## config.mk

```make
export PLATFORM = sky130hd
export DESIGN_NAME = ioctl_rom_router
export DESIGN_NICKNAME = d
export VERILOG_FILES = /design/src/rtl/ioctl_rom_router_pkg.sv /design/src/rtl/ioctl_rom_router_fifo.sv /design/src/rtl/ioctl_rom_router.sv
export SDC_FILE = /design/constraint.sdc
export NUM_CORES = 1
export LEC_CHECK = 0
export BUFFER_PORTS_ARGS = -buffer_cell sky130_fd_sc_hd__buf_2
export CAP_MARGIN = 20
export CORE_MARGIN = 1.5
export CORE_UTILIZATION = 62
export DETAILED_ROUTE_END_ITERATION = 8
export PLACE_DENSITY = 0.85
export SLEW_MARGIN = 20
export SYNTH_ARGS = -nofsm -noshare
export SYNTH_HDL_FRONTEND = slang
export SYNTH_SLANG_ARGS = --single-unit
```

## constraint.sdc

```tcl
create_clock -name clk_sys -period 5.4 [get_ports clk_sys]
set_input_delay 1.08 -clock clk_sys [delete_from_list [all_inputs] [get_ports clk_sys]]
set_output_delay 1.08 -clock clk_sys [all_outputs]
set_load 0.01 [all_outputs]
```

## src/rtl/ioctl_rom_router_pkg.sv

```systemverilog
// Shared types for the ioctl ROM download router: packer states, FIFO entry layout
// and the single-byte entry builder used by both packing modes.
package ioctl_rom_router_pkg;

  localparam int RR_ADDR_W    = 25;
  localparam int RR_MAX_PORTS = 4;

  typedef enum logic [1:0] {
    S_IDLE     = 2'd0,
    S_CLASSIFY = 2'd1,
    S_FLUSH    = 2'd2,
    S_PUSH     = 2'd3
  } rr_state_t;

  // waddr is the un-rebased word address; each port subtracts its own base at issue time.
  typedef struct packed {
    logic [RR_ADDR_W-2:0]    waddr;
    logic [15:0]             data;
    logic [1:0]              ds;
    logic [RR_MAX_PORTS-1:0] mask;
  } rr_entry_t;

  function automatic rr_entry_t rr_single(input logic [RR_ADDR_W-1:0] addr,
                                          input logic [7:0] data,
                                          input logic [RR_MAX_PORTS-1:0] mask);
    rr_entry_t e;
    e.waddr = addr[RR_ADDR_W-1:1];
    e.data  = {data, data};
    e.ds    = {addr[0], ~addr[0]};
    e.mask  = mask;
    return e;
  endfunction

endpackage

```

## src/rtl/ioctl_rom_router_fifo.sv

```systemverilog
// Synchronous FIFO of router entries; a push into a full FIFO is accepted only
// when a pop happens in the same cycle.
module ioctl_rom_router_fifo
  import ioctl_rom_router_pkg::*;
#(
  parameter int DEPTH = 4
) (
  input  logic      clk_sys,
  input  logic      reset_n,
  input  logic      push,
  input  rr_entry_t din,
  input  logic      pop,
  output rr_entry_t dout,
  output logic      full,
  output logic      empty
);

  localparam int AW = $clog2(DEPTH);

  rr_entry_t    mem [DEPTH];
  logic [AW:0]  wr_ptr;
  logic [AW:0]  rd_ptr;
  logic         do_pop;
  logic         do_push;

  assign empty   = (wr_ptr == rd_ptr);
  assign full    = (wr_ptr[AW] != rd_ptr[AW]) && (wr_ptr[AW-1:0] == rd_ptr[AW-1:0]);
  assign do_pop  = pop && !empty;
  assign do_push = push && (!full || do_pop);
  assign dout    = mem[rd_ptr[AW-1:0]];

  always_ff @(posedge clk_sys) begin
    if (do_push) mem[wr_ptr[AW-1:0]] <= din;
  end

  always_ff @(posedge clk_sys or negedge reset_n) begin
    if (!reset_n) begin
      wr_ptr <= '0;
      rd_ptr <= '0;
    end else begin
      if (do_push) wr_ptr <= wr_ptr + 1'b1;
      if (do_pop)  rd_ptr <= rd_ptr + 1'b1;
    end
  end

endmodule

```

## src/rtl/ioctl_rom_router.sv

```systemverilog
// Routes data_io download bytes into up to four SDRAM write ports with toggle req/ack.
// Define ROUTER_WORD_PACK_EN to pack byte pairs into 16-bit words; otherwise bytewise.
module ioctl_rom_router
  import ioctl_rom_router_pkg::*;
#(
  parameter int                              NUM_PORTS  = 2,
  parameter logic [7:0]                      INDEX      = 8'd0,
  parameter logic [NUM_PORTS*RR_ADDR_W-1:0]  PORT_BASE  = {25'h0000000, 25'h000c000},
  parameter logic [NUM_PORTS*RR_ADDR_W-1:0]  PORT_SIZE  = {25'h1000000, 25'h1000000},
  parameter int                              FIFO_DEPTH = 4
) (
  input  logic                    clk_sys,
  input  logic                    reset_n,
  input  logic                    ioctl_download,
  input  logic [7:0]              ioctl_index,
  input  logic                    ioctl_wr,
  input  logic [RR_ADDR_W-1:0]    ioctl_addr,
  input  logic [7:0]              ioctl_dout,
  output logic [NUM_PORTS-1:0]    port_req,
  input  logic [NUM_PORTS-1:0]    port_ack,
  output logic [NUM_PORTS*23-1:0] port_a,
  output logic [NUM_PORTS*16-1:0] port_d,
  output logic [NUM_PORTS*2-1:0]  port_ds,
  output logic [NUM_PORTS-1:0]    port_we,
  output logic                    busy,
  output logic                    overflow,
  output logic                    rom_loaded,
  output logic [1:0]              dbg_state
);

  function automatic logic [RR_MAX_PORTS-1:0] hit_mask(input logic [RR_ADDR_W-1:0] addr);
    logic [RR_ADDR_W-1:0] base;
    logic [RR_ADDR_W-1:0] size;
    hit_mask = '0;
    for (int k = 0; k < NUM_PORTS; k++) begin
      base = PORT_BASE[k*RR_ADDR_W +: RR_ADDR_W];
      size = PORT_SIZE[k*RR_ADDR_W +: RR_ADDR_W];
      hit_mask[k] = (addr >= base) && ((addr - base) < size);
    end
  endfunction

  function automatic logic [22:0] rebase(input logic [RR_ADDR_W-2:0] waddr, input int k);
    logic [RR_ADDR_W-1:0] diff;
    diff = {waddr, 1'b0} - PORT_BASE[k*RR_ADDR_W +: RR_ADDR_W];
    return diff[23:1];
  endfunction

  rr_state_t               state, state_n;
  logic                    wr_d, dl_d, dl_active, dl_rise, dl_fall, dl_done;
  logic [RR_MAX_PORTS-1:0] in_mask, cur_mask;
  logic [RR_ADDR_W-1:0]    cur_addr;
  logic [7:0]              cur_data;
  logic                    accept, push, pending;
  rr_entry_t               push_entry, head;
  logic                    fifo_full, fifo_empty, issue, pop, issued;
  logic [NUM_PORTS-1:0]    head_mask, busy_ports;

  // Only downloads addressed to this index count; a foreign download is invisible.
  assign dl_active = ioctl_download && (ioctl_index == INDEX);
  assign dl_rise   = dl_active && !dl_d;
  assign dl_fall   = !dl_active && dl_d;
  assign in_mask   = hit_mask(ioctl_addr);
  assign accept    = ioctl_wr && !wr_d && dl_active && (in_mask != '0);
  assign dbg_state = state;

  always_ff @(posedge clk_sys or negedge reset_n) begin
    if (!reset_n) begin
      wr_d     <= 1'b0;
      dl_d     <= 1'b0;
      cur_addr <= '0;
      cur_data <= '0;
      cur_mask <= '0;
    end else begin
      wr_d <= ioctl_wr;
      dl_d <= dl_active;
      if (accept && state == S_IDLE) begin
        cur_addr <= ioctl_addr;
        cur_data <= ioctl_dout;
        cur_mask <= in_mask;
      end
    end
  end

  always_ff @(posedge clk_sys or negedge reset_n) begin
    if (!reset_n) state <= S_IDLE;
    else          state <= state_n;
  end

`ifdef ROUTER_WORD_PACK_EN
  logic                    held_v, flush_pend, hold_set, hold_clr, pair;
  logic [RR_ADDR_W-1:0]    held_addr;
  logic [7:0]              held_data;
  logic [RR_MAX_PORTS-1:0] held_mask;

  assign pair    = held_v && cur_addr[0] && (cur_addr == held_addr + 1'b1) && (cur_mask == held_mask);
  assign pending = held_v || flush_pend;

  always_ff @(posedge clk_sys or negedge reset_n) begin
    if (!reset_n) begin
      held_v     <= 1'b0;
      held_addr  <= '0;
      held_data  <= '0;
      held_mask  <= '0;
      flush_pend <= 1'b0;
    end else begin
      if (hold_set) begin
        held_v    <= 1'b1;
        held_addr <= cur_addr;
        held_data <= cur_data;
        held_mask <= cur_mask;
      end else if (hold_clr) begin
        held_v <= 1'b0;
      end
      // Flush request survives until the packer is back in S_IDLE to act on it.
      if (dl_fall)               flush_pend <= 1'b1;
      else if (state == S_IDLE)  flush_pend <= 1'b0;
    end
  end

  always_comb begin
    state_n = state;
    case (state)
      S_IDLE:     if (accept) state_n = S_CLASSIFY;
      S_CLASSIFY: state_n = (pair || (!held_v && !cur_addr[0])) ? S_IDLE : S_FLUSH;
      S_FLUSH:    state_n = S_PUSH;
      S_PUSH:     state_n = S_IDLE;
      default:    state_n = S_IDLE;
    endcase
  end

  always_comb begin
    push       = 1'b0;
    push_entry = '0;
    hold_set   = 1'b0;
    hold_clr   = 1'b0;
    case (state)
      S_IDLE: if (flush_pend && held_v) begin
        push       = 1'b1;
        push_entry = rr_single(held_addr, held_data, held_mask);
        hold_clr   = 1'b1;
      end
      S_CLASSIFY: if (pair) begin
        push             = 1'b1;
        push_entry.waddr = held_addr[RR_ADDR_W-1:1];
        push_entry.data  = {cur_data, held_data};
        push_entry.ds    = 2'b11;
        push_entry.mask  = held_mask;
        hold_clr         = 1'b1;
      end else if (!held_v && !cur_addr[0]) begin
        hold_set = 1'b1;
      end
      S_FLUSH: if (held_v) begin
        push       = 1'b1;
        push_entry = rr_single(held_addr, held_data, held_mask);
        hold_clr   = 1'b1;
      end
      S_PUSH: if (!cur_addr[0]) begin
        hold_set = 1'b1;
      end else begin
        push       = 1'b1;
        push_entry = rr_single(cur_addr, cur_data, cur_mask);
      end
      default: ;
    endcase
  end
`else
  assign pending = 1'b0;

  always_comb begin
    state_n = state;
    case (state)
      S_IDLE:  if (accept) state_n = S_CLASSIFY;
      default: state_n = S_IDLE;
    endcase
  end

  always_comb begin
    push       = 1'b0;
    push_entry = '0;
    if (state == S_CLASSIFY) begin
      push       = 1'b1;
      push_entry = rr_single(cur_addr, cur_data, cur_mask);
    end
  end
`endif

  ioctl_rom_router_fifo #(.DEPTH(FIFO_DEPTH)) u_fifo (
    .clk_sys (clk_sys),
    .reset_n (reset_n),
    .push    (push),
    .din     (push_entry),
    .pop     (pop),
    .dout    (head),
    .full    (fifo_full),
    .empty   (fifo_empty)
  );

  // Head stays in the FIFO while outstanding; it retires once every masked ack has returned.
  assign head_mask  = head.mask[NUM_PORTS-1:0];
  assign busy_ports = port_req ^ port_ack;
  assign issue      = !fifo_empty && !issued && ((head_mask & busy_ports) == '0);
  assign pop        = issued && ((head_mask & busy_ports) == '0);

  always_ff @(posedge clk_sys or negedge reset_n) begin
    if (!reset_n) begin
      port_req <= '0;
      port_we  <= '0;
      port_a   <= '0;
      port_d   <= '0;
      port_ds  <= '0;
      issued   <= 1'b0;
    end else if (issue) begin
      issued   <= 1'b1;
      port_req <= port_req ^ head_mask;
      port_we  <= head_mask;
      for (int k = 0; k < NUM_PORTS; k++) begin
        if (head_mask[k]) begin
          port_a[k*23 +: 23] <= rebase(head.waddr, k);
          port_d[k*16 +: 16] <= head.data;
          port_ds[k*2 +: 2]  <= head.ds;
        end
      end
    end else begin
      if (pop) issued <= 1'b0;
      port_we <= port_we & busy_ports;
    end
  end

  assign busy = pending || !fifo_empty || issued || (state != S_IDLE);

  always_ff @(posedge clk_sys or negedge reset_n) begin
    if (!reset_n) begin
      dl_done    <= 1'b0;
      overflow   <= 1'b0;
      rom_loaded <= 1'b0;
    end else if (dl_rise) begin
      dl_done    <= 1'b0;
      overflow   <= 1'b0;
      rom_loaded <= 1'b0;
    end else begin
      if (dl_fall) dl_done <= 1'b1;
      if (push && fifo_full && !pop) overflow <= 1'b1;
      if (dl_done && !busy && !overflow) rom_loaded <= 1'b1;
    end
  end

endmodule
```

# Word-level counts from Yosys, hierarchy flattened
# Memory sizes are Yosys's and may differ from the RTL's.
# Cells that the tools add are included.
[totals]
register_bits = 135
ram_bits = 184
inputBits = 47
out_inout_bits = 91
elab_cells = 96
memories = 1
[op_classes]
n_addsub = 4
order_cmp = 4
n_eq_ne = 5
mux = 15
bitwise_logic = 5
reduce_logical = 42
[memory_table]
columns = ["memory", "words", "width", "read_ports", "rd_ports_with_merged_regs", "write_ports", "line", "source"]
rows = [
  ["u_fifo.mem", 4, 46, 1, 0, 1, "ioctl_rom_router_fifo.sv:20", "rr_entry_t mem [DEPTH];"],
]
[op_table]
columns = ["op", "n"]
rows = [
  ["25-bit < comparator (second input constant)", 2],
  ["46-bit 2-to-1 mux", 1],
  ["25-bit by 1-bit greater-or-equal comparator with 1-bit output (second input constant)", 1],
  ["25-bit by 16-bit greater-or-equal comparator with 1-bit output (second input constant)", 1],
  ["25-bit by 16-bit subtractor with 25-bit output (second input constant)", 1],
  ["24-bit by 16-bit subtractor with 24-bit output (second input constant)", 1],
  ["1-bit logical AND", 19],
  ["1-bit 2-to-1 mux", 11],
  ["2-bit nonzero test", 5],
  ["1-bit logical NOT", 9],
  ["8-bit logical NOT", 1],
  ["3-bit by 1-bit adder with 3-bit output (second input constant)", 2],
  ["2-bit 2-to-1 mux", 3],
  ["2-bit AND", 2],
  ["2-bit logical NOT", 2],
  ["2-bit AND reduction", 2],
  ["4-bit nonzero test", 1],
  ["2-bit bitwise XOR", 2],
  ["3-bit equality test", 1],
  ["1-bit logical OR", 3],
  ["2-bit by 1-bit equality test with 1-bit output (second input constant)", 1],
  ["2-bit equality test", 1],
  ["2-bit inequality test (second input constant)", 1],
  ["1-bit inequality test", 1],
  ["1-bit inverter", 1],
]

# Depth between registers and ports, before layout
# Gate-level depths: netlist of the first run.
[logic_depth]
word_depth = 9
ltp_mapped = 8
mapped_depth_nobuf = 6

# Modules after synthesis
# Synthesis of the first run repeated with hierarchy kept, for this count alone.
[unflattened]
cells_unflattened = 659
hier_area_um2 = 12549.5
[by_module_without_submodules]
columns = ["module", "n_inst", "cells_per_inst", "area_per_inst_um2", "seq_area_each_um2"]
rows = [
  ["ioctl_rom_router_fifo", 1, 287, 7061.8, 5675.4],
  ["ioctl_rom_router", 1, 372, 5487.8, 3203.1],
]

# Worst setup path before layout of the first run
# OpenSTA, ideal clock, no wires.
[synth_timing]
path_kind = "input-to-reg"
from = "input port port_ack[1]"
to = "memory u_fifo.mem[3][0] (netlist bit), enable pin"
setup_ns = 0.397
arrival_time_ns = 2.874
t_required_ns = 5.003
slack_ns = 2.129
stages = 4
path_buffers = 0
path_cell_list = "xor2_1 > a221oi_1 > o41a_1 > and2_1"
[synth_via]
elab_chain_cells = 9
[synth_rtl]
columns = ["element", "line", "source"]
rows = [
  ["start, declared", "ioctl_rom_router.sv:20", "input logic [NUM_PORTS-1:0] port_ack,"],
  ["2-bit bitwise XOR", "ioctl_rom_router.sv:200", "assign busy_ports = port_req ^ port_ack;"],
  ["2-bit AND", "ioctl_rom_router.sv:202", "assign pop = issued && ((head_mask & busy_ports) == '0);"],
  ["2-bit logical NOT", "ioctl_rom_router.sv:202", ""],
  ["1-bit logical AND", "ioctl_rom_router.sv:202", ""],
  ["1-bit logical AND", "ioctl_rom_router_fifo.sv:28", "assign do_pop = pop && !empty;"],
  ["1-bit logical OR", "ioctl_rom_router_fifo.sv:29", "assign do_push = push && (!full || do_pop);"],
  ["1-bit logical AND", "ioctl_rom_router_fifo.sv:29", ""],
  ["1-bit 2-to-1 mux", "ioctl_rom_router_fifo.sv:33", "if (do_push) mem[wr_ptr[AW-1:0]] <= din;"],
  ["1-bit 2-to-1 mux (implied by the code)", "ioctl_rom_router_fifo.sv:33", ""],
  ["end, declared", "ioctl_rom_router_fifo.sv:20", ""],
]
# Every way passes these cells.

# Worst setup path after layout of the first run
[layout_timing]
from = "register u_fifo.rd_ptr[0]"
to = "output port busy"
[layout_via]
elab_chain_cells = 4
[layout_rtl]
columns = ["element", "line", "source"]
rows = [
  ["start, declared", "ioctl_rom_router_fifo.sv:22", "logic [AW:0] rd_ptr;"],
  ["start signal, assigned", "ioctl_rom_router_fifo.sv:42", "if (do_pop) rd_ptr <= rd_ptr + 1'b1;"],
  ["3-bit equality test", "ioctl_rom_router_fifo.sv:26", "assign empty = (wr_ptr == rd_ptr);"],
  ["1-bit logical NOT", "ioctl_rom_router.sv:229", "assign busy = pending || !fifo_empty || issued || (state != S_IDLE);"],
  ["1-bit logical OR (2 in a row)", "ioctl_rom_router.sv:229", ""],
  ["end, declared", "ioctl_rom_router.sv:25", "output logic busy,"],
]
# Every way passes these cells.

==> reports/qor.yml, run 1 <==
synth_warnings: 0
crit_buf_inv: 2
synth-seq-area-share_pct: 70.1
antenna_left: 0
hold_path.class: "in -> async"
vdd_drop_max_v: 0.000289
via_count: 5399
hold_viol: 0
worstPathCellList: "buf_4, xor2_1, nor3b_1, nand2_1, buf_2"
power_leakage_nw: 4.92
grt_usage_pct: 23.9
swShare_pct: 27.2
rsz0062_at_grt: "false"
pwr-share-comb_pct: 19.4
grt_pass1_wl_um: 32000
startpoint_type: "flop"
drc_errors: 0
p_int_mw: 3.73
post-cts-setup-buffers: 0
final_core_util_pct: 73.3
area_growth_pct: 14.9
maxSlewHeadroom_pct: 31.3
yosys.area.top_type: "edfxtp_1"
cp_max_fo: 30
fillers: 948
drt_iter0_drc: 425
fp-row-count: 46
die_y_um: 131
final_cells: 922
grt.overflow.total: 0
synth_cells: 561
design_area_um2: 11700
syn_area_um2: 10200
gp_congestion: 0.743
slowest_stage: "nor3b_1"
path_class: "reg -> out"
fin_crit_ns: 3.91
place_area_um2: 10900
path_clk_slew_ns: 0.07
drive_gt1_share_pct: 43.8
antenna_found_initial: 0
diodes: 0
p_seq_share_pct: 49.4
outcome: "finished, final reports clean"
timing.final.crit_share_pct: 72.3
synth.area.top_cells: "edfxtp_1, dfrtp_1, mux2_2"
grt_pass1_vias: 5889
cts_tree: "yes"
netlist-cell-type-count: 42
cts.path.max_buffers: 3
max_stage_delay_ns: 0.68
cts_resized: 0
setup_slack_ns: 1.49
required_ns: 4.32
hpwl_um: 12400
syn-num-nets: 615
final_nets: 742
power.density_nw_per_um2: 438
fin_tns_setup_ns: 0
yosys_register_bits: 257
clock-sinks: 257
io_pins: 138
dieArea_um2: 17200
initial_core_util_pct: 63.8
r2r-start: "u_fifo.rd_ptr[1]"
post_synth.cell_area_avg_um2: 18.1
reg2reg_slack_ns: 1.68
cts_buffers: 24
fin_worst_skew_ns: 0.0144
endpoint_kind: "output pin"
max_cap_viol_count: 0
drt-total-wl_um: 19900
viasPerCell: 5.86
core_um2: 15900
hold_buffers: 0
netSwitchingPower_mw: 1.39
cp.arrival_ns: 2.83
drv_slew: 0
drt-wirelength-per-cell_um: 21.6
grt_max_degree: 75
synth_top_area_share_pct: 41.3
worstSkewPairLatency_ns: 0.51
die_x_um: 131
pwr-share-clk_pct: 31.2
drt-pass1-iter-count: 5
worst_r2r_endpoint: "u_fifo.mem[3][32]"
port_buffers: 136
pre_cts_slack_ns: 1.75
critPathTopFamily: "simple AND/OR/NAND/NOR gates"
setup_violations: 0
r2r_cells: 4
htree_levels: 1
root_buffer: "clkbuf_16"
max_slew.worst_pin.slew_ns: 1.03
dp_cells: 877
max_freq_mhz: 256
metrics by stage:
| stage | power, mW | hold slack, ns |
|---|---|---|
| floorplan | 3.18 | 0.447 |
| global placement | 3.50 | 0.459 |
| detailed placement | 3.56 | 0.465 |
| CTS | 5.15 | 0.479 |
| global route | 5.32 | 0.453 |
| finish | 5.12 | 0.444 |
cell families (layout without fill, tap and decap cells):
group | after synthesis | after routing | synth area share [%]
other | 1 | 1 | 0.0369
multiplexers | 125 | 125 | 18.5
AO/OA/AOI/OAI | 26 | 26 | 1.59
buffers and inverters | 46 | 191 | 2.90
AND/OR/NAND/NOR | 81 | 81 | 4.49
XOR/XNOR | 18 | 18 | 1.55
adder cells (fa/ha/maj) | 7 | 7 | 0.861
flip-flops | 257 | 257 | 70.1
state kept, by name (all words and copies together), names as in the netlist:
register / cells
cur_addr: 24
cur_data: 8
cur_mask: 2
dbg_state: 1
dl_d: 1
dl_done: 1
issued: 1
overflow: 1
port_a: 46
port_d: 16
port_ds: 4
port_req: 2
port_we: 2
rom_loaded: 1
u_fifo.mem: 140
u_fifo.rd_ptr: 3
u_fifo.wr_ptr: 3
wr_d: 1
cells in the mapped netlist, drive strengths merged:
cell type / instances
and4b: 1
ha: 7
o21a: 1
nor2: 5
nand2b: 1
or3: 1
o41a: 1
o21ai: 15
clkbuf: 11
nor2b: 2
xnor2: 9
a21o: 1
edfxtp: 140
mux4: 35
inv: 5
and2: 38
nor4: 4
nand3: 2
conb: 1
or4b: 1
nand2: 18
buf: 30
o31a: 1
xor2: 9
a221oi: 1
a41oi: 1
mux2: 90
a2111oi: 1
dfrtp: 117
a22o: 1
nand3b: 3
a21oi: 3
nor3: 4
nor3b: 1
routing by layer:
| layer | vias up | part of all wire (%) | GRT usage [%] |
|---|---|---|---|
| li1 | 2330 | - | - |
| met1 | 2819 | 40 | 31.7 |
| met2 | 213 | 52 | 41.8 |
| met3 | 37 | 6.0 | 3.43 |
| met4 | 0 | 2.0 | 7.05 |
| met5 | - | 0 | 0 |
cell type report:
cell class / instances / area [um2] / area share (%)
multi-input cells: 258 / 2760 / 23.6
clock buffers: 37 / 722 / 6.17
flip-flops and latches: 257 / 7130 / 61.0
inverters: 5 / 18.8 / 0.161
clock inverters: 7 / 35.0 / 0.300
well taps: 216 / 270 / 2.31
repair buffers: 142 / 748 / 6.40
worst max path at each step:
| stage | slack, ns | end | start | cells after the start |
|---|---|---|---|---|
| after floorplan | 2.13 | u_fifo.mem[3][0] | port_ack[1] | 4 |
| after global placement | 1.89 | u_fifo.mem[3][34] | u_fifo.rd_ptr[1] | 4 |
| after detailed placement | 1.75 | u_fifo.mem[3][34] | u_fifo.rd_ptr[1] | 4 |
| after CTS | 1.47 | busy | u_fifo.rd_ptr[0] | 5 |
| after global routing | 1.24 | busy | u_fifo.rd_ptr[0] | 5 |
| final | 1.49 | busy | u_fifo.rd_ptr[0] | 5 |
cells in the final DEF, fill, tap and decap left out, types with 3 or more instances in the layout:
cell type / Yosys / layout
edfxtp_1: 140 / 140
buf_2: 6 / 135
dfrtp_1: 117 / 115
mux2_2: 70 / 70
mux4_2: 34 / 34
and2_1: 38 / 34
clkbuf_16: 0 / 26
mux2_4: 20 / 20
nand2_1: 17 / 17
o21ai_0: 13 / 13
xor2_1: 9 / 9
xnor2_1: 9 / 9
clkbuf_1: 11 / 8
ha_1: 7 / 7
buf_4: 18 / 6
inv_1: 5 / 5
nor2_1: 5 / 5
nor3_1: 4 / 4
and2_2: 0 / 4
nor4_1: 4 / 4
clkinv_2: 0 / 4
nand3b_1: 3 / 3
clkbuf_8: 0 / 3
power by group through the flow:
stage	combinational, mW	sequential (mW)	clock, mW
after floorplan	0.610	2.57	0
after global placement	0.961	2.54	0
after detailed placement	0.993	2.56	0
after CTS	1.00	2.53	1.61
after global routing	1.06	2.56	1.70
final	0.992	2.53	1.60
No activity file was read; power rests on OpenSTA's default activity.
==> run 2: changes to the inputs <==
--- a/config.mk
+++ b/config.mk
@@ -5,12 +5,13 @@
 export SDC_FILE = /design/constraint.sdc
 export NUM_CORES = 1
 export LEC_CHECK = 0
+export ABC_AREA = 1
 export BUFFER_PORTS_ARGS = -buffer_cell sky130_fd_sc_hd__buf_2
 export CAP_MARGIN = 20
 export CORE_MARGIN = 1.5
-export CORE_UTILIZATION = 62
+export CORE_UTILIZATION = 52
 export DETAILED_ROUTE_END_ITERATION = 8
-export PLACE_DENSITY = 0.85
+export PLACE_DENSITY = 0.76
 export SLEW_MARGIN = 20
 export SYNTH_ARGS = -nofsm -noshare
 export SYNTH_HDL_FRONTEND = slang
==> constraint.sdc (replaced) <==
create_clock -name clk_sys -period 3.5 [get_ports clk_sys]
set_input_delay 0.7 -clock clk_sys [delete_from_list [all_inputs] [get_ports clk_sys]]
set_output_delay 0.7 -clock clk_sys [all_outputs]
set_load 0.01 [all_outputs]
==> run 2 against run 1 <==
Against the previous run: via count increased by 33%; die area increased by 26%; worst hold slack got worse by 0.14 ns; worst setup slack got worse by 1.2 ns; count of clock-buffer cells in the layout decreased by 3; critical path type unchanged; critical endpoint unchanged.
==> reports/qor.yml, run 2 <==
drt_iter0_drc: 419
design_area_um2: 12400
port_buffers: 136
hold_slack_ns: 0.303
clock-sinks: 257
outcome: "finished, final reports clean"
post_synth.cell_area_avg_um2: 10.9
core_um2: 20300
fin_crit_ns: 3.21
worstSetupEndpoint: "busy"
setup_violations: 0
synth_warnings: 0
setup_slack_ns: 0.288
via_count: 7159
max_cap_viol_count: 0
viasPerCell: 5.13
power.density_nw_per_um2: 798
maxSlewHeadroom_pct: 45.6
r2r_cells: 8
drt-total-wl_um: 22100
area_growth_pct: 15.0
drc_errors: 0
fp-row-count: 52
io_pins: 138
synth-seq-area-share_pct: 66.1
drv_slew: 0
largest_reg_flops: 140
startpoint_type: "flop"
synthTopCellsByCount: "nand2_1, edfxtp_1, dfrtp_1, inv_1, nand3_1"
dieArea_um2: 21600
netlist-cell-type-count: 36
max_freq_mhz: 311
htree_levels: 1
vdd_drop_max_v: 0.000344
synth_top_area_share_pct: 39.0
path_class: "reg -> out"
endpoint_kind: "output pin"
post-cts-setup-buffers: 0
fin_worst_skew_ns: 0.0122
reg2reg_slack_ns: 0.58
cts.path.max_buffers: 3
grt_max_degree: 116
startpoint: "u_fifo.rd_ptr[1]"
antenna_found_initial: 0
final_nets: 1161
max_slew.worst_pin.slew_ns: 0.816
hold_path.class: "in -> reg"
syn_area_um2: 10800
antenna_left: 0
gp_congestion: 0.800
initial_core_util_pct: 53.2
timing.final.crit_share_pct: 91.8
worstSkewPairLatency_ns: 0.52
hpwl_um: 14500
pre_cts_slack_ns: 0.622
final_common_cell: "nand2_1"
worst_r2r_endpoint: "u_fifo.mem[0][18]"
place_area_um2: 11600
hold_viol: 0
grt_usage_pct: 20.6
rsz0062_at_grt: "false"
drt-wirelength-per-cell_um: 15.8
fillers: 1652
synth_edf_count: 140
grt_pass1_wl_um: 35700
synth.area.top_cells: "edfxtp_1, dfrtp_1, nand2_1"
grt_pass1_vias: 6975
syn-num-nets: 1044
synthArstFlopShare_pct: 45.5
die_y_um: 147
cp_max_fo: 22
cts_tree: "yes"
mostFrequentLayoutCells: "nand2_1, edfxtp_1, buf_2"
cts_buffers: 25
yosys.area.top_type: "edfxtp_1"
root_buffer: "clkbuf_16"
fin_tns_setup_ns: 0
yosys_register_bits: 257
cp.arrival_ns: 2.51
r2r-start: "u_fifo.rd_ptr[1]"
diodes: 0
grt.overflow.total: 0
drive_gt1_share_pct: 23.3
synth_cells: 990
synth_ff_type: "edfxtp_1"
die_x_um: 147
required_ns: 2.80
final_core_util_pct: 61.1
power_leakage_nw: 6.02
synth.most_common_cell: "nand2_1"
drt-pass1-iter-count: 5
path_clk_slew_ns: 0.06
==> run 2: area by class of cell <==
type / instances / area [um2] / area share (%)
multi-input combinational: 588 / 2940 / 23.7
clock inverter: 12 / 113 / 0.908
clock buffer: 34 / 722 / 5.82
inverter: 79 / 302 / 2.43
tap: 270 / 338 / 2.72
sequential: 257 / 7130 / 57.5
timing repair buffer: 156 / 861 / 6.94
==> run 2: metrics by stage <==
step                cells  power [mW]
finish               1396        9.90
global route         1396        10.5
CTS                  1396        9.98
detailed placement   1349        7.27
global placement     1349        7.18
floorplan             990        6.40
==> run 2: kinds of logic after synthesis <==
kind of cell | after synthesis | share of synthesized area (%)
AO/OA/AOI/OAI | 134 | 8.37
XOR/XNOR | 12 | 0.974
adder cells (fa/ha/maj) | 7 | 0.812
buffers and inverters | 145 | 6.78
flip-flops | 257 | 66.1
other | 1 | 0.0347
AND/OR/NAND/NOR | 434 | 16.9
==> run 2: power breakdown <==
group / switching (mW) / internal (mW)
Sequential: 0.296 / 3.60
Combinational: 2.17 / 1.14
Clock: 1.09 / 1.59
==> run 2: critical path, stage by stage (launching register included) <==
cell and delay, ns:
dfrtp_1 0.87, xnor2_1 0.24, nand3_2 0.16, nor3_1 0.47
inv_1 0.08, buf_2 0.16
==> run 2: repair_timing <==
item / in CTS / in global routing
hold endpoints to repair: 2 / 0
endpoints found under the setup margin: 0 / 0
hold buffers: 1 / 0
gates resized for setup: 0 / 0
==> run 2: routing by layer <==
layer / global-route usage [%] / part of all wire (%)
met4: 4.75 / 1.3
met1: 31.0 / 47
met3: 3.26 / 6.6
met5: 0 / 0
met2: 31.9 / 45
==> run 2: how the worst min path moves through the flow <==
stage,startpoint,end,slack [ns],cells past startpoint
2_1_floorplan,reset_n,cur_addr[0],0.40,0
3_3_place_gp,port_a[23],port_a[23],0.45,2
3_5_place_dp,cur_mask[1],cur_mask[1],0.46,2
4_1_cts,ioctl_wr,wr_d,0.29,1
5_1_grt,ioctl_wr,wr_d,0.29,1
6_report,ioctl_wr,wr_d,0.30,1
==> run 3: changes to the inputs <==
--- a/config.mk
+++ b/config.mk
@@ -12,6 +12,7 @@
 export CORE_UTILIZATION = 52
 export DETAILED_ROUTE_END_ITERATION = 8
 export PLACE_DENSITY = 0.76
+export RECOVER_POWER = 100
 export SLEW_MARGIN = 20
 export SYNTH_ARGS = -nofsm -noshare
 export SYNTH_HDL_FRONTEND = slang
==> run 3 against run 2 <==
Against the previous run: the run now ends with max-capacitance violations, max-slew violations left; cell count is the same; worst setup slack lost 0.0080 ns; combinational power shrank 14%; critical path type unchanged; largest cell class unchanged; largest power group unchanged.
==> reports/qor.yml, run 3 (synthesis gave the netlist of run 2 again) <==
outcome: "finished, violations left"
violations: "max-capacitance violations, max-slew violations"
place_area_um2: 11600
fp-row-count: 52
grt.overflow.total: 0
max_cap_viol_count: 1
mostFrequentLayoutCells: "nand2_1, edfxtp_1, dfrtp_1"
timing.final.crit_share_pct: 92.0
netSwitchingPower_mw: 3.36
drc_errors: 0
final_common_cell: "nand2_1"
grt_pass1_vias: 6975
initial_core_util_pct: 53.2
port_buffers: 136
cts_tree: "yes"
startpoint: "u_fifo.rd_ptr[1]"
hold_path.class: "in -> reg"
area_growth_pct: 11.5
cp_max_fo: 22
rsz0062_at_grt: "false"
swShare_pct: 35.5
cp.arrival_ns: 2.52
r2r-start: "u_fifo.rd_ptr[1]"
drt-pass1-iter-count: 4
cts_resized: 0
root_buffer: "clkbuf_16"
drt_iter0_drc: 504
gp_congestion: 0.800
antenna_found_initial: 0
required_ns: 2.80
path_class: "reg -> out"
fillers: 1757
vdd_drop_max_v: 0.000340
pwr-share-comb_pct: 30.2
max_slew.worst_pin.slew_ns: 1.60
path_clk_slew_ns: 0.06
drv_slew: 116
maxSlewHeadroom_pct: -6.58
clock-sinks: 257
power_leakage_nw: 5.64
post-cts-setup-buffers: 0
dp_cells: 1349
antenna_left: 0
fin_tns_setup_ns: 0
hold_buffers: 1
seq_area_um2: 7130
final_cells: 1396
grt_pass1_wl_um: 35700
drt-wirelength-per-cell_um: 16.0
setup_violations: 0
endpoint_kind: "output pin"
p_seq_share_pct: 41.5
startpoint_type: "flop"
htree_levels: 1
viasPerCell: 5.14
cts.path.max_buffers: 3
power.density_nw_per_um2: 786
dieArea_um2: 21600
final_nets: 1161
fin_worst_skew_ns: 0.0110
core_um2: 20300
hp-start: "ioctl_wr"
io_pins: 138
via_count: 7176
grt_max_degree: 116
largest_reg_flops: 140
drive_gt1_share_pct: 10.1
max_freq_mhz: 311
multi_input_area_um2: 2720
worstSkewPairLatency_ns: 0.52
drt-total-wl_um: 22300
p_int_mw: 6.10
diodes: 0
hpwl_um: 14500
cts_buffers: 25
die_x_um: 147
power_mw: 9.46
hold_slack_ns: 0.305
pwr-share-clk_pct: 28.4
hold_viol: 0
fin_crit_ns: 3.22
design_area_um2: 12000
die_y_um: 147
grt_usage_pct: 20.6
-- run 3: cell types whose count changed in the layout (fill, tap and decap cells not counted), moves of 5 or more --
cell / previous run / this run
o21ai_0: 54 / 101
clkbuf_2: 0 / 5
buf_4: 18 / 8
o21ai_2: 49 / 2
buf_2: 135 / 44
clkbuf_1: 5 / 101
-- run 3: area by class of cell --
cell class / instances / area share [%]
tap: 270 / 2.81
timing repair buffer: 156 / 5.85
inverter: 79 / 2.51
clock buffer: 34 / 6.00
sequential: 257 / 59.3
clock inverter: 12 / 0.936
multi-input combinational: 588 / 22.6
-- run 3: worst max-delay path: stages (launching register included) --
cell and delay [ns]:
dfrtp_1 0.88, xnor2_1 0.25, nand3_2 0.16, nor3_1 0.48, inv_1 0.09, clkbuf_1 0.15
-- run 3: worst paths after layout --
| kind | slack, ns | depth (start not counted) | end |
|---|---|---|---|
| worst min-delay path | 0.30 | 1 | wr_d |
| min in group asynchronous | 0.51 | 2 | cur_addr[15] |
| worst min register to register | 0.47 | 2 | cur_mask[1] |
| max in group asynchronous | 1.03 | 3 | u_fifo.rd_ptr[0] |
| worst max-delay path | 0.28 | 5 | busy |
| worst max register to register | 0.35 | 8 | u_fifo.mem[0][18] |
-- run 3: power groups by stage --
stage	clock network, mW	logic (mW)	registers, mW
after detailed placement	0	3.32	3.95
after CTS	2.74	3.34	3.90
final	2.68	2.85	3.92
after global routing	2.86	3.21	3.98
after floorplan	0	2.31	4.08
after global placement	0	3.24	3.94
-- run 3: through the flow --
step	util [%]	setup slack [ns]
after global routing	59.3	0.181
final	59.3	0.280
after global placement	57.0	0.655
after detailed placement	57.0	0.622
after floorplan	-	0.0589
after CTS	61.1	0.277
-- run 3: layer usage --
metal | GRT usage, % | routed length (um) | vias up
met4 | 4.75 | 306 | 0
met2 | 31.9 | 10000 | 222
met5 | 0 | 0 | -
met1 | 31.0 | 10500 | 3432
met3 | 3.26 | 1430 | 31
li1 | - | - | 3491
